<file path="config.mk">
export PLATFORM = sky130hd
export DESIGN_NAME = adder_arbiter
export DESIGN_NICKNAME = d
export VERILOG_FILES = /design/src/rtl/adder_arbiter.sv
export SDC_FILE = /design/constraint.sdc
export NUM_CORES = 1
export LEC_CHECK = 0
export CAP_MARGIN = 10
export CORE_AREA = 2 2 139 141
export CTS_CLUSTER_DIAMETER = 200
export CTS_CLUSTER_SIZE = 20
export DETAILED_ROUTE_END_ITERATION = 7
export DIE_AREA = 0 0 141 143
export PLACE_DENSITY_LB_ADDON = 0.3
export REMOVE_ABC_BUFFERS = 1
export SLEW_MARGIN = 20
export SYNTH_ARGS = -nofsm -noshare
export SYNTH_HDL_FRONTEND = slang
export SYNTH_SLANG_ARGS = --single-unit
</file>
<file path="constraint.sdc">
create_clock -name clk -period 3.93 [get_ports clk]
set_clock_uncertainty 0.05 [all_clocks]
set_input_delay 0.786 -clock clk [delete_from_list [all_inputs] [get_ports clk]]
set_output_delay 0.786 -clock clk [all_outputs]
set_load 0.1 [all_outputs]
</file>
<file path="src/rtl/adder_arbiter.sv">
// Round-robin arbitrated shared adder: N requesters share one registered W-bit adder
// whose results queue in a 2-entry response FIFO, with credit-based issue throttling.
module adder_arbiter #(
  parameter  int N  = 4,
  parameter  int W  = 32,
  localparam int IW = (N > 1) ? $clog2(N) : 1
) (
  input  logic                  clk,
  input  logic                  rst_n,
  input  logic [N-1:0]          req_valid,
  output logic [N-1:0]          req_ready,
  input  logic [N-1:0][W-1:0]   req_a,
  input  logic [N-1:0][W-1:0]   req_b,
  input  logic [N-1:0]          req_cin,
  output logic                  rsp_valid,
  input  logic                  rsp_ready,
  output logic [IW-1:0]         rsp_id,
  output logic [W-1:0]          rsp_y,
  output logic                  rsp_cout
);

  typedef struct packed {
    logic [IW-1:0] id;
    logic          cout;
    logic [W-1:0]  y;
  } rsp_t;

  logic [IW-1:0] ptr;
  logic [IW-1:0] gnt_idx;
  logic          found;
  logic          issue;
  logic          pop;
  logic          credit_ok;
  logic [1:0]    count;
  logic          wr_ptr;
  logic          rd_ptr;
  logic [W:0]    sum;
  rsp_t          mem [2];

  // Round-robin search starting at ptr, wrapping from N-1 back to 0.
  // NOTE: every variable written here gets a default first, so no path leaves it unassigned (no latch).
  always_comb begin
    int idx;
    found   = 1'b0;
    gnt_idx = '0;
    idx     = 0;
    for (int k = 0; k < N; k++) begin
      idx = int'(ptr) + k;
      if (idx >= N) idx = idx - N;
      if (!found && req_valid[idx]) begin
        found   = 1'b1;
        gnt_idx = IW'(idx);
      end
    end
  end

  // The adder result lands in the FIFO at the issue edge, so nothing is ever
  // in flight outside the FIFO; a same-cycle pop frees a slot for the issue.
  assign pop       = rsp_valid & rsp_ready;
  assign credit_ok = (count != 2'd2) | pop;
  assign issue     = rst_n & found & credit_ok;
  assign req_ready = issue ? (N'(1) << gnt_idx) : '0;

  assign sum = {1'b0, req_a[gnt_idx]} + {1'b0, req_b[gnt_idx]} + {{W{1'b0}}, req_cin[gnt_idx]};

  // NOTE: sequential state uses non-blocking assignments so every register samples pre-edge values.
  always_ff @(posedge clk) begin
    if (!rst_n) begin
      ptr    <= '0;
      wr_ptr <= 1'b0;
      rd_ptr <= 1'b0;
      count  <= 2'd0;
      // NOTE: the two storage entries are reset too, so the head reads zero after reset.
      mem[0] <= '0;
      mem[1] <= '0;
    end else begin
      if (issue) begin
        mem[wr_ptr] <= '{id: gnt_idx, cout: sum[W], y: sum[W-1:0]};
        wr_ptr      <= ~wr_ptr;
        ptr         <= (gnt_idx == IW'(N - 1)) ? '0 : gnt_idx + 1'b1;
      end
      if (pop) rd_ptr <= ~rd_ptr;
      case ({issue, pop})
        2'b10:   count <= count + 2'd1;
        2'b01:   count <= count - 2'd1;
        default: count <= count;
      endcase
    end
  end

  assign rsp_valid = rst_n & (count != 2'd0);
  assign rsp_id    = mem[rd_ptr].id;
  assign rsp_y     = mem[rd_ptr].y;
  assign rsp_cout  = mem[rd_ptr].cout;

endmodule
</file>
==> flow_summary_export.csv <==
group,metric,value,unit
timing,period_minus_slack,4161,ps
timing,fmax,240.3,MHz
synth,yosys_warnings,0,
setup_path,cpPeakStageDelay,410,ps
die,fp.dieArea,20160,um^2
cells_and_area,nNetsFinal,1748,
cells_and_area,final_common_cell,"nand2_1",
grt,overflow,0,
pwr,internal_power,6.413,mW
die,fp.dieW,141,um
status,status,"finished with violations",
drt,drt_iter0_drc,579,
setup_path,worst_path_max_delay_cell,"a2111oi_4",
grt,grt_pass1_wl,42.81,mm
pwr,combinationalPowerShare,82.7,%
clock_network,cts_buffer_depth,2,
pwr,switching_share,48.72,%
cells_and_area,drive_gt1_share,33.20,%
pwr,vdd_drop_max,0.3832,mV
cells_and_area,mostFrequentLayoutCells,"nand2_1, clkdlybuf4s50_1, buf_4",
clock_network,cts_sinks,77,
setup_path,start_kind,"primary input",
placement,post-place-ws,-1016,ps
drt,drt_first_pass_iters,8,
synth,avgSynthCellArea,7.548,um^2
setup_path,cp_cell_sequence,"buf_8 -> nand2_4 -> nand2_2 -> a21oi_2 -> o22a_4 -> inv_8 -> buf_8 -> buf_4 -> buf_6 -> buf_6 -> nand2_2 -> and3_4 -> a31oi_4 -> ha_4 -> o21a_1 -> o31a_1 -> buf_6 -> o31ai_4 -> a2111oi_4 -> buf_4 -> nor2_4 -> xnor2_2 -> buf_4 -> nor2_1",
synth,synth_edf_count,70,
setup_path,path_class,"primary input to flip-flop",
status,violations,"setup timing",
grt,first_global_vias,8855,
synth,netlist.area_leader.share,28.68,%
pwr,seqPwrFrac,10.4,%
placement,place_congestion,0.9357,
timing,setup-violations-final,39,
timing,fin_ws,-230.6,ps
setup_path,endpoint_kind,"flip-flop",
synth,syn_area,7330,um^2
drt,wire_per_inst,18.35,um
die,fp.dieH,143,um
cells_and_area,final_cells,1683,
grt,grtUsageTotal,26.42,%
pwr,p_total,12.51,mW
synth,synthTopCellsByArea,"edfxtp_1, nand2_1, ha_1",
setup_path,cp.arrival,4180,ps
die,std_cell_rows,50,
clock_network,clockRootBuffer,"clkbuf_16",
drt,vias,9243,
timing,hold_viol_final,0,
placement,port_buffers,306,
pwr,p_per_area,902.2,nW/um^2
timing,relSlewSlack,51.54,%
cells_and_area,area_delta_synth_final,89.13,%
clock_network,clk_latency,330,ps
timing,tightest_slew,720.3,ps
grt,grt_antenna_before_repair,0,
pwr,power_frac_clock,7.0,%
placement,hpwl,20.90,mm
synth,synthCells,971,
setup_path,crit_fanout,6,
drt,drc,0,
clock_network,path_clk_slew,60,ps
drt,viasPerCell,5.492,
synth,synth_area_leader_cell,"edfxtp_1",
clock_network,cts_tree,"done",
pwr,leakage,5.874,nW
cells_and_area,antenna_cells,0,
timing,slew_viol_final,0,
die,core,18580,um^2
drt,ant_nets,0,
drt,totalWireLength,30.89,mm
die,io_pins,307,
grt,grt_max_degree,36,
clock_network,cts_max_level,3,
worst_hold_path,hold_class,"flip-flop to flip-flop",
synth,async_flop_share,0,%
synth,synth_flop_cell,"edfxtp_1",
synth,ys_ff_latch,77,
timing,rsz0062_at_grt,"true",
setup_path,crit_required,3950,ps
run,max_cap_violations,0,
synth,ys_types,63,
clock_network,tritoncts.num_buffers,9,
timing,period_share,105.9,%
placement,placed_cells,1602,
pwr,p_sw,6.093,mW
synth,seq_area_frac_synth,30.59,%
die,initial_core_util,39.45,%
[path summary, 6_finish.rpt]
| kind | startpoint | to | slack (ps) | cells past startpoint |
|---|---|---|---|---|
| worst min-delay path | wr_ptr$_SDFFE_PN0P_ | wr_ptr$_SDFFE_PN0P_ | 500 | 2 |
| worst min register to register | wr_ptr$_SDFFE_PN0P_ | wr_ptr$_SDFFE_PN0P_ | 500 | 2 |
| worst max register to register | ptr[1]$_SDFFE_PN0P_ | mem[0][25]$_SDFFCE_PN0P_ | -180 | 21 |
| worst max-delay path | req_valid[0] | mem[0][17]$_SDFFCE_PN0P_ | -230 | 24 |
[per-layer routing]
metal | vias to the layer above | wire (um) | GRT usage [%]
met4 | 0 | 957 | 9.263
met2 | 419 | 16040 | 47.86
met5 | - | 0 | 0
met1 | 4381 | 12140 | 32.26
li1 | 4385 | - | -
met3 | 58 | 1757 | 3.555
[cells in the mapped netlist, drive strengths merged (9+ instances only)]
master  count
o21ai      30
xnor2      13
mux2       35
nand2     306
inv        12
o21a        9
and3       65
xor2        9
a21oi      36
a21o       11
nand3      14
nor2       80
edfxtp     70
a31oi      66
clkbuf     47
buf        17
ha         35
nor3       16
and2       12
[flip-flops by register name, indices dropped and copies added (netlist names), named ones only]
name / cells
count: 2
mem: 70
ptr: 2
rd_ptr: 1
wr_ptr: 1
[area by class of cell]
type                            instances  area [um^2]
Clock buffer                            9        225.2
Clock inverter                          7        90.09
Fill cell                            1295         4718
Inverter                               12        60.06
Multi-Input combinational cell        818         5709
Sequential cell                        77         2242
Tap cell                              234        292.8
Timing Repair Buffer                  526         5243
[repair_timing]
action,4_1_cts,5_1_grt
pin swaps,41,75
endpoints found under the setup margin,54,46
gates cloned,8,5
hold buffers,0,0
buffers inserted,28,27
resized for setup,105,157
[power groups by stage]
| stage | Combinational (mW) | Sequential, mW | Clock [mW] |
|---|---|---|---|
| 2_1_floorplan | 4.76 | 1.29 | 0 |
| 3_5_place_dp | 7.89 | 1.31 | 0 |
| 3_3_place_gp | 7.78 | 1.29 | 0 |
| 5_1_grt | 10.9 | 1.32 | 0.904 |
| 4_1_cts | 8.67 | 1.29 | 0.873 |
| 6_report | 10.3 | 1.30 | 0.870 |
[kinds of logic after synthesis]
group / count (synthesis) / share of synthesized area [%]
adders and majority gates: 37 / 6.521
DFF: 77 / 30.59
xor gates and xnor gates: 22 / 2.629
muxes: 35 / 5.377
AOI/OAI and AO/OA: 197 / 18.39
and+or+nand+nor: 527 / 31.73
buffers and inverters: 76 / 4.763
[worst max-delay path, delay by kind of cell]
family | cells | cell delay (ps)
compound gates | 7 | 1290
buf+inv | 9 | 1190
simple gates | 6 | 450
fa+ha+maj | 1 | 300
xor+xnor | 1 | 160
[stage by stage]
stage	hold WS (ps)	instance area [um^2]	utilization [%]	setup TNS, ps
2_1_floorplan	422.0	7025	-	-229940
3_3_place_gp	452.6	11630	62.59	-38430
3_5_place_dp	471.3	11630	62.59	-45480
4_1_cts	494.3	12710	68.42	-215.0
5_1_grt	520.4	13860	74.61	-9854
6_report	504.6	13860	74.61	-5338
(Power assumes the default switching activity.)
